**src/rtl/instr_fetch.sv**
```systemverilog
// Instruction fetch stage: drives the instruction-memory word address, captures
// the returned word and presents {instr, instr_pc} to decode with valid/ready.
module instr_fetch #(
  parameter int unsigned ADDR_W    = 5,
  parameter logic [31:0] RESET_PC  = 32'h0000_0000,
  parameter logic [31:0] NOP_INSTR = 32'h0000_0013
) (
  input  logic              clk,
  input  logic              rst_n,
  output logic [ADDR_W-1:0] address,
  input  logic [31:0]       rd,
  input  logic              redirect_valid,
  input  logic [31:0]       redirect_pc,
  output logic [31:0]       instr,
  output logic [31:0]       instr_pc,
  output logic              instr_valid,
  input  logic              instr_ready,
  output logic              fault,
  output logic [31:0]       fault_pc
);

  localparam int unsigned PC_W = ADDR_W + 2;

  localparam logic [1:0] ST_BOOT  = 2'd0;
  localparam logic [1:0] ST_RUN   = 2'd1;
  localparam logic [1:0] ST_FAULT = 2'd2;

  logic [1:0]      state, state_n;
  logic [31:0]     pc, pc_n;
  logic [31:0]     instr_n, instr_pc_n, fault_pc_n;
  logic            instr_valid_n, fault_n;
  logic [PC_W-1:0] pc_inc_c;
  logic [31:0]     pc_seq_c;
  logic            redirect_legal_c;

  assign address = pc[PC_W-1:2];

  // Sequential PC wraps within the memory's byte range.
  assign pc_inc_c = pc[PC_W-1:0] + PC_W'(4);
  assign pc_seq_c = 32'(pc_inc_c);

  assign redirect_legal_c = (redirect_pc[1:0] == 2'b00) &&
                            (redirect_pc[31:PC_W] == '0);

  // Next-state and datapath updates; redirect has priority over capture.
  always_comb begin
    state_n       = state;
    pc_n          = pc;
    instr_n       = instr;
    instr_pc_n    = instr_pc;
    instr_valid_n = instr_valid;
    fault_n       = fault;
    fault_pc_n    = fault_pc;
    case (state)
      ST_BOOT: begin
        if (redirect_valid && !redirect_legal_c) begin
          state_n    = ST_FAULT;
          fault_n    = 1'b1;
          fault_pc_n = redirect_pc;
        end else begin
          state_n = ST_RUN;
          if (redirect_valid) pc_n = redirect_pc;
        end
      end
      ST_RUN: begin
        if (redirect_valid) begin
          instr_valid_n = 1'b0;
          if (redirect_legal_c) begin
            pc_n = redirect_pc;
          end else begin
            state_n    = ST_FAULT;
            fault_n    = 1'b1;
            fault_pc_n = redirect_pc;
          end
        end else if (!instr_valid || instr_ready) begin
          instr_n       = rd;
          instr_pc_n    = pc;
          instr_valid_n = 1'b1;
          pc_n          = pc_seq_c;
        end
      end
      ST_FAULT: begin
        instr_valid_n = 1'b0;
      end
      default: begin
        state_n       = ST_FAULT;
        instr_valid_n = 1'b0;
      end
    endcase
  end

  always_ff @(posedge clk or negedge rst_n) begin
    if (!rst_n) begin
      state       <= ST_BOOT;
      pc          <= RESET_PC;
      instr       <= NOP_INSTR;
      instr_pc    <= 32'h0;
      instr_valid <= 1'b0;
      fault       <= 1'b0;
      fault_pc    <= 32'h0;
    end else begin
      state       <= state_n;
      pc          <= pc_n;
      instr       <= instr_n;
      instr_pc    <= instr_pc_n;
      instr_valid <= instr_valid_n;
      fault       <= fault_n;
      fault_pc    <= fault_pc_n;
    end
  end

endmodule

```
**config.mk**
```make
export PLATFORM = sky130hd
export DESIGN_NAME = instr_fetch
export DESIGN_NICKNAME = d
export VERILOG_FILES = /design/src/rtl/instr_fetch.sv
export SDC_FILE = /design/constraint.sdc
export NUM_CORES = 1
export LEC_CHECK = 0
export CELL_PAD_IN_SITES_DETAIL_PLACEMENT = 1
export CELL_PAD_IN_SITES_GLOBAL_PLACEMENT = 1
export CORE_AREA = 2 2 89 177
export CTS_CLUSTER_SIZE = 24
export DETAILED_ROUTE_END_ITERATION = 8
export DIE_AREA = 0 0 91 179
export PLACE_DENSITY = 0.9
export SLEW_MARGIN = 30
export SYNTH_ARGS = -nofsm -noshare
export SYNTH_HDL_FRONTEND = slang
export SYNTH_SLANG_ARGS = --single-unit
```
**constraint.sdc**
```tcl
create_clock -name clk -period 2.25 [get_ports clk]
set_input_delay 0.45 -clock clk [delete_from_list [all_inputs] [get_ports clk]]
set_output_delay 0.45 -clock clk [all_outputs]
set_load 0.02 [all_outputs]
```
==> flow_summary.ini, run 1 <==
[placed_design]
place_area_um2 = 7187
pre_cts_ws_ns = -0.6948
numPortBuffers = 170
finalWeightedCongestion = 0.8610
dp_hpwl_um = 10550

[worst_setup_path]
r2r_start = state[0]
worstPathRequired_ns = 2.54
end_kind = flip-flop
worstSetupPathType = in -> reg
start_kind = input port
crit_arrival_ns = 2.48
crit_path_start = redirect_pc[15]
path_max_fanout = 6

[sta]
setup_ws_ns = 0.06577
hold_ws_ns = 0.05329
period_share = 0.9708
final.setup_skew_ns = 0.008109
setup_violations = 0
rsz0062_at_grt = false
hold_viol = 0
timing.final.max_slew_violations = 0
worstMarginPinSlew_ns = 0.6427
relSlewSlack = 0.5715
timing.setup.tns_ns = 0
post-route-min-period_ns = 2.184
max_freq_mhz = 457.8

[routing]
avgRoutedWirePerCell_um = 19.49
drt-total-wl_um = 17130
ant_nets = 0
viasPerCell = 4.907
drtIter0Drc = 200
dr.pass1.iters = 4
drc = 0
vias = 4313

[cts]
cts_tree = done
clockBufferDepth = 2
path_clk_slew_ns = 0.06
cts_htree_levels = 4
insertion_delay_ns = 0.41
root_buffer = clkbuf_16
cts_made_buffers = 17
cts.sinks = 132

[die]
ios = 171
start_util = 0.3411
die_h_um = 179
rows = 64
core_um2 = 15050
die_area_um2 = 16290
die_w_um = 91

[logic_synthesis]
synth_async_sr_flop_share = 1.000
synthFlopType = dfrtp_1
yosys_warnings = 0
netlist_area_um2 = 5135
avgSynthCellArea_um2 = 10.83
netlist_instances = 474
synth_common_cells = nand2_1 (201), dfrtp_1 (129), mux2_1 (31)
synth_edf_count = 0
ys_ff_latch = 132
synth_top_area_frac = 0.6287
ys_types = 40
synth-seq-area-share = 0.6440
synth_top_cell_by_area = dfrtp_1
yosysMostFrequentCell = nand2_1
syn-num-nets = 543
synth_area_leaders = dfrtp_1 (63%), nand2_1 (15%), mux2_1 (6.8%), and2_1 (3.3%), dfstp_2 (1.5%)

[layout]
drive_gt1_frac = 0.1309
fin_nets = 736
area_delta_synth_final_pct = 56.85
fill_cells = 1623
final_util = 0.5350
finalInstanceArea_um2 = 8054

[global_routing]
grt_max_degree = 65
grt_pass1_wl_um = 26770
grt_pass1_vias = 4805
grt_remaining_overflow = 0
antenna_found_initial = 1
grtUsageTotal = 0.2124

[run_status]
outcome = completed

[flow_run]
maxCapViolations = 0

[worst_hold_path]
holdCritPathClass = in -> async

[power_and_ir_drop]
power.density_nw_per_um2 = 770.5
leakagePower_nw = 3.986
ir_worst_vdd_uv = 563.2
## routing by layer
| layer | part of all wire | vias to the layer above | wire [µm] | GRT usage |
|---|---|---|---|---|
| met5 | 0 | - | 0 | 0 |
| met4 | 0.028 | 0 | 482 | 0.08586 |
| met3 | 0.054 | 34 | 932 | 0.04540 |
| met2 | 0.52 | 182 | 8973 | 0.3769 |
| met1 | 0.39 | 2185 | 6746 | 0.2487 |
| li1 | - | 1912 | - | - |
## sequential cells by signal (all words and copies together) (netlist names)
signal / flops
fault_pc: 32
instr: 32
instr_pc: 32
pc: 32
state: 2
fault: 1
instr_valid: 1
## cells by family (layout without fill, tap and decap cells)
kind of cell,after synthesis,after routing,synth area share
AOI/OAI and AO/OA,20,20,0.02827
other,0,1,0
adders and majority gates,1,1,0.002436
buffers and inverters,30,232,0.03557
muxes,33,33,0.07212
and+or+nand+nor,258,262,0.2176
DFF,132,132,0.6440
## per-stage QoR
step                      power [W]  cells
after detailed placement   0.003168    840
final                      0.006206    879
after global routing       0.006388    879
after global placement     0.003136    840
after floorplan            0.002743    474
after CTS                  0.006246    875
## placed cells by master, fill, tap and decap left out, types with 2 or more instances in the layout
master and count:
nor4_2 4, dfstp_2 3, a21oi_1 8, buf_4 22, nor2_1 4, nand2_1 200, nand2_8 4, bufinv_16 4
nand2b_1 4, mux2_1 27, clkbuf_16 17, and2_1 27, nand3_1 5, clkbuf_8 2, buf_12 6, nor4_4 3
clkinvlp_4 3, mux2_2 4, dlymetal6s2s_1 21, inv_6 5, dfrtp_1 129, o221ai_1 2, clkdlybuf4s50_1 148
## worst max-delay path: stages
cell and delay [ns]:
clkdlybuf4s50_1 0.46, nor4_4 0.26, nand2_2 0.11, or4_4 0.66
buf_6 0.20, a311o_1 0.34
## area by class of cell
cell class | instances | area (µm²) | area share
antenna | 1 | 2.502 | 0.0003107
clock buffer | 19 | 452.9 | 0.05624
clock inverter | 13 | 195.2 | 0.02423
inverter | 2 | 7.507 | 0.0009321
multi-input combinational | 316 | 1800 | 0.2236
sequential | 132 | 3307 | 0.4106
tap | 198 | 247.7 | 0.03076
timing repair buffer | 198 | 2041 | 0.2534
## path summary, 6_finish.rpt
path,end,slack [ns],depth (start not counted)
setup / recovery,pc[4],0.07,6
hold / removal,fault_pc[3],0.05,1
setup reg to reg,pc[5],0.39,5
hold reg to reg,instr[4],0.46,2
max in group asynchronous,instr[0],1.52,2
min in group clk,fault_pc[18],0.36,2
## power breakdown
group	switching, W	internal (W)
sequential	0.0000642	0.00247
combinational	0.000301	0.000321
clock	0.00112	0.00193
total	0.00148	0.00472
## what timing repair did
item,in CTS,in global routing
endpoints found under the setup margin,36,60
gates cloned,2,2
endpoints found under the hold margin,0,0
hold buffers,0,0
pin swaps,4,12
setup buffers,1,1
gates resized for setup,9,32
No activity file was read; power rests on OpenSTA's default activity.
==> inputs of run 2 (changes only) <==
Settings changed: ABC_AREA from default to 1, CAP_MARGIN from default to 20, CORE_AREA 2 2 89 177 to 2 2 90 179, DIE_AREA 0 0 91 179 to 0 0 92 181, PLACE_DENSITY 0.9 to 0.89, SETUP_SLACK_MARGIN from default to 0.15.
==> flow_summary.ini, run 2 <==
[run_status]
outcome = completed

[cts]
clockBufferDepth = 2
ctsHoldBuffers = 0
path_clk_slew_ns = 0.06
root_buffer = clkbuf_16
cts_htree_levels = 4
cts_made_buffers = 17
insertion_delay_ns = 0.42
cts_setup_buffers = 0
cts.sinks = 132
ctsResizeCount = 0
cts_tree = done

[global_routing]
grt_pass1_vias = 4386
grt_pass1_wl_um = 23920
grt_max_degree = 65
grt_remaining_overflow = 0
antenna_found_initial = 0
grtUsageTotal = 0.1888

[layout]
drive_gt1_frac = 0.1739
area_delta_synth_final_pct = 48.48
fin_nets = 700
final_common_cell = clkdlybuf4s50_1
most-common-layout-cells = clkdlybuf4s50_1 (169), dfrtp_1 (129), nand2_1 (119), inv_1 (57), mux2_4 (36)
diodes = 0

[sta]
timing.setup.tns_ns = 0
final.setup_skew_ns = 0.01395
setup_violations = 0
timing.final.max_slew_violations = 0
period_share = 0.8994
setup_ws_ns = 0.2265
rsz0062_at_grt = false
worstMarginPinSlew_ns = 0.6176
max_freq_mhz = 494.2
relSlewSlack = 0.5883
hold_viol = 0
post-route-min-period_ns = 2.024

[logic_synthesis]
yosysMostFrequentCell = dfrtp_1
synth_top_area_frac = 0.6125
ys_ff_latch = 132
syn-num-nets = 519
synthFlopType = dfrtp_1
ys_types = 23
synth_area_leaders = dfrtp_1 (61%), mux2_4 (10%), nand2_1 (8.5%), mux2_2 (5.6%), inv_1 (4.1%)
netlist_area_um2 = 5270
yosys_warnings = 0
synth_common_cells = dfrtp_1 (129), nand2_1 (119), inv_1 (57)
avgSynthCellArea_um2 = 11.71
synth_edf_count = 0
synth_top_cell_by_area = dfrtp_1
netlist_instances = 450
synth_async_sr_flop_share = 1.000
synth-seq-area-share = 0.6275

[placed_design]
finalWeightedCongestion = 0.7412
numPortBuffers = 170
pre_cts_ws_ns = 0.03958
dp_hpwl_um = 10890

[routing]
drt-total-wl_um = 14830
vias = 3806
viasPerCell = 4.520
avgRoutedWirePerCell_um = 17.61
drtIter0Drc = 129
drc = 0
dr.pass1.iters = 4
ant_nets = 0

[die]
core_um2 = 15210
start_util = 0.3464
rows = 64
die_w_um = 92
die_area_um2 = 16650
ios = 171
die_h_um = 181

[power_and_ir_drop]
power.density_nw_per_um2 = 704.3
leakagePower_nw = 4.036
p_total_w = 0.005511
ir_worst_vdd_uv = 495.4

[worst_setup_path]
critPathSlowestCell = clkdlybuf4s50_1
timing.rr.end = pc[15]
critical_path.top_delay_family = buffers and inverters
crit_arrival_ns = 1.57
worstPathRequired_ns = 1.80
start_kind = flip-flop
path_buf_inv = 1
r2r_start = state[1]
worstSetupPathType = reg -> out
crit_path_start = pc[4]
cp.depth = 1
crit_path_max_incr_delay_ns = 0.68
r2r_cells = 7
path_max_fanout = 6
rrSetupSlack_ns = 0.70
worstPathCellList = clkdlybuf4s50_1
end_kind = output port

[worst_hold_path]
holdCritPathClass = in -> async

[flow_run]
maxCapViolations = 0
## run 2: cell count changes after synthesis, moves of 5 or more
cell / change
and2_1: -26
clkbuf_1: -7
nand2_1: -82
mux2_2: +25
nand2b_1: -5
a21oi_1: -8
nor4_1: -6
mux2_1: -31
mux2_4: +36
nor2_1: +8
o21ai_0: +26
inv_1: +56
## run 2: per-layer routing
metal | vias up | routed length [µm] | share of wire | global-route usage
met5 | - | 0 | 0 | 0
met4 | 0 | 318 | 0.021 | 0.07582
met3 | 20 | 773 | 0.052 | 0.05213
met2 | 131 | 8609 | 0.58 | 0.3603
met1 | 1878 | 5126 | 0.35 | 0.1876
li1 | 1777 | - | - | -
## run 2: final cells by class
class | instances | area (µm²)
inverter | 57 | 214.0
multi-input combinational | 239 | 1610
fill | 1604 | 7390
timing repair buffer | 184 | 1858
tap | 198 | 247.7
clock buffer | 22 | 454.2
sequential | 132 | 3307
clock inverter | 10 | 133.9
## run 2: how the worst max path moves through the flow
stage / endpoint / slack [ns]
floorplan: instr[10] / 0.71
global placement: pc[2] / 0.16
detailed placement: fault_pc[10] / 0.04
CTS: address[2] / 0.19
global route: address[2] / 0.17
finish: address[2] / 0.23
## run 2: logic make-up after synthesis
| family | after synthesis | share of synthesized area |
|---|---|---|
| simple gates | 144 | 0.1095 |
| flops | 132 | 0.6275 |
| buf+inv | 79 | 0.06932 |
| mux | 62 | 0.1581 |
| fa+ha+maj | 1 | 0.002374 |
| xor+xnor | 1 | 0.001662 |
| compound gates | 31 | 0.03158 |
## run 2: per-stage QoR
step | std cells | utilization | cell area, µm² | hold slack [ns]
detailed placement | 810 | 0.4757 | 7237 | 0.4528
floorplan | 450 | - | 5270 | 0.1544
CTS | 842 | 0.5143 | 7825 | 0.05085
global route | 842 | 0.5143 | 7825 | 0.07001
finish | 842 | 0.5143 | 7825 | 0.04024
global placement | 810 | 0.4757 | 7237 | 0.4471
## run 2: power breakdown
part / switching [W] / internal [W] / total [W]
registers: 0.0000139 / 0.00240 / 0.00241
clock network: 0.00101 / 0.00176 / 0.00278
logic: 0.000137 / 0.000182 / 0.000320
==> inputs of run 3 (changes only) <==
Settings changed: CELL_PAD_IN_SITES_DETAIL_PLACEMENT 1 to default, CELL_PAD_IN_SITES_GLOBAL_PLACEMENT 1 to default, PLACE_DENSITY 0.89 to 0.74.
==> flow_summary.ini, run 3 (synthesized netlist as in run 2, its figures left out) <==
[global_routing]
grt_remaining_overflow = 0
grt_pass1_wl_um = 20670
antenna_found_initial = 0
grt_busiest_layer = met2
use_met2 = 0.2903
met1_usage = 0.1625
grt_pass1_vias = 4188
grt_max_degree = 52
grtUsageTotal = 0.1583
global_route.usage.met3 = 0.04337

[worst_setup_path]
end_kind = output port
start_kind = flip-flop
r2r_start = instr_valid
crit_path_start = pc[2]
critical_path.top_delay_family = buffers and inverters
worstPathRequired_ns = 1.80
path_max_fanout = 6
worstPathCellList = clkdlybuf4s50_1
path_buf_inv = 1
critPathSlowestCell = clkdlybuf4s50_1
crit_arrival_ns = 1.55
crit_path_max_incr_delay_ns = 0.66
worstSetupPathType = reg -> out

[layout]
drive_gt1_frac = 0.1811
final_cells = 844
most-common-layout-cells = clkdlybuf4s50_1 (169), dfrtp_1 (129), nand2_1 (119), inv_1 (57), mux2_4 (36)
area_delta_synth_final_pct = 49.15
finalInstanceArea_um2 = 7860
final_common_cell = clkdlybuf4s50_1
fin_nets = 702
fill_cells = 1371
diodes = 0

[routing]
dr.pass1.iters = 4
avgRoutedWirePerCell_um = 14.67
drt-total-wl_um = 12380
drc = 0
vias = 3765
viasPerCell = 4.461
drtIter0Drc = 105
ant_nets = 0

[power_and_ir_drop]
leakagePower_nw = 4.042
ir_worst_vdd_uv = 467.7
power.density_nw_per_um2 = 694.9

[sta]
relSlewSlack = 0.6819
final.setup_skew_ns = 0.01053
hold_viol = 0
setup_violations = 0
worstMarginPinSlew_ns = 0.4772
setup_ws_ns = 0.2503
period_share = 0.8888
timing.setup.tns_ns = 0
post-route-min-period_ns = 2.000
rsz0062_at_grt = false
timing.final.max_slew_violations = 0
max_freq_mhz = 500.1

[die]
die_h_um = 181
die_w_um = 92
die_area_um2 = 16650
rows = 64
ios = 171
start_util = 0.3464
core_um2 = 15210

[worst_hold_path]
holdCritPathClass = reg -> reg
hold_path_startpoint = pc[31]

[run_status]
outcome = completed

[cts]
cts_made_buffers = 17
clockBufferDepth = 2
cts_htree_levels = 4
insertion_delay_ns = 0.41
cts_tree = done
cts.sinks = 132
root_buffer = clkbuf_16
cts_setup_buffers = 0
path_clk_slew_ns = 0.06
ctsResizeCount = 0
ctsHoldBuffers = 1

[flow_run]
maxCapViolations = 0

[placed_design]
finalWeightedCongestion = 0.7356
dp_hpwl_um = 9199
pre_cts_ws_ns = 0.1449
place_area_um2 = 7257
place_inst = 811
numPortBuffers = 170
## run 3: cell count changes in the layout (fill, tap and decap cells not counted)
cell / delta
inv_6: +3
clkinv_4: +1
clkinvlp_4: +4
clkbuf_1: -4
dlygate4sd3_1: +1
clkinv_2: -3
buf_12: +1
bufinv_16: -1
## run 3: through the flow
| stage | total power [W] | util | hold WS, ns |
|---|---|---|---|
| 2_1_floorplan | 0.002535 | - | 0.1544 |
| 3_3_place_gp | 0.002768 | 0.4770 | 0.4186 |
| 3_5_place_dp | 0.002776 | 0.4770 | 0.4261 |
| 4_1_cts | 0.005552 | 0.5166 | 0.4733 |
| 5_1_grt | 0.005680 | 0.5166 | 0.4904 |
| 6_report | 0.005462 | 0.5166 | 0.4682 |
## run 3: metal layers
metal	share of wire	up-vias
li1	-	1774
met1	0.36	1844
met2	0.55	125
met3	0.055	22
met4	0.029	0
met5	0	-
## run 3: where the power goes
group	internal [W]	switching, W	total [W]
logic	0.000183	0.000132	0.000316
registers	0.00240	0.0000131	0.00241
clock network	0.00167	0.00106	0.00273
## run 3: cell type report
| type | instances | area, µm² | area share |
|---|---|---|---|
| inverter | 57 | 214.0 | 0.02722 |
| clock inverter | 14 | 153.9 | 0.01958 |
| multi-input combinational | 239 | 1610 | 0.2049 |
| clock buffer | 18 | 439.2 | 0.05587 |
| sequential | 132 | 3307 | 0.4207 |
| tap | 198 | 247.7 | 0.03152 |
| timing repair buffer | 186 | 1888 | 0.2402 |
## run 3: final timing paths
path                                end  slack (ns)  depth (start not counted)
max                          address[0]        0.25                          1
min in group asynchronous      instr[2]        0.56                          2
max reg2reg                   instr[26]        0.66                          4
max in group asynchronous  fault_pc[12]        0.94                          3
min reg2reg                      pc[31]        0.47                          2
min                              pc[31]        0.47                          2
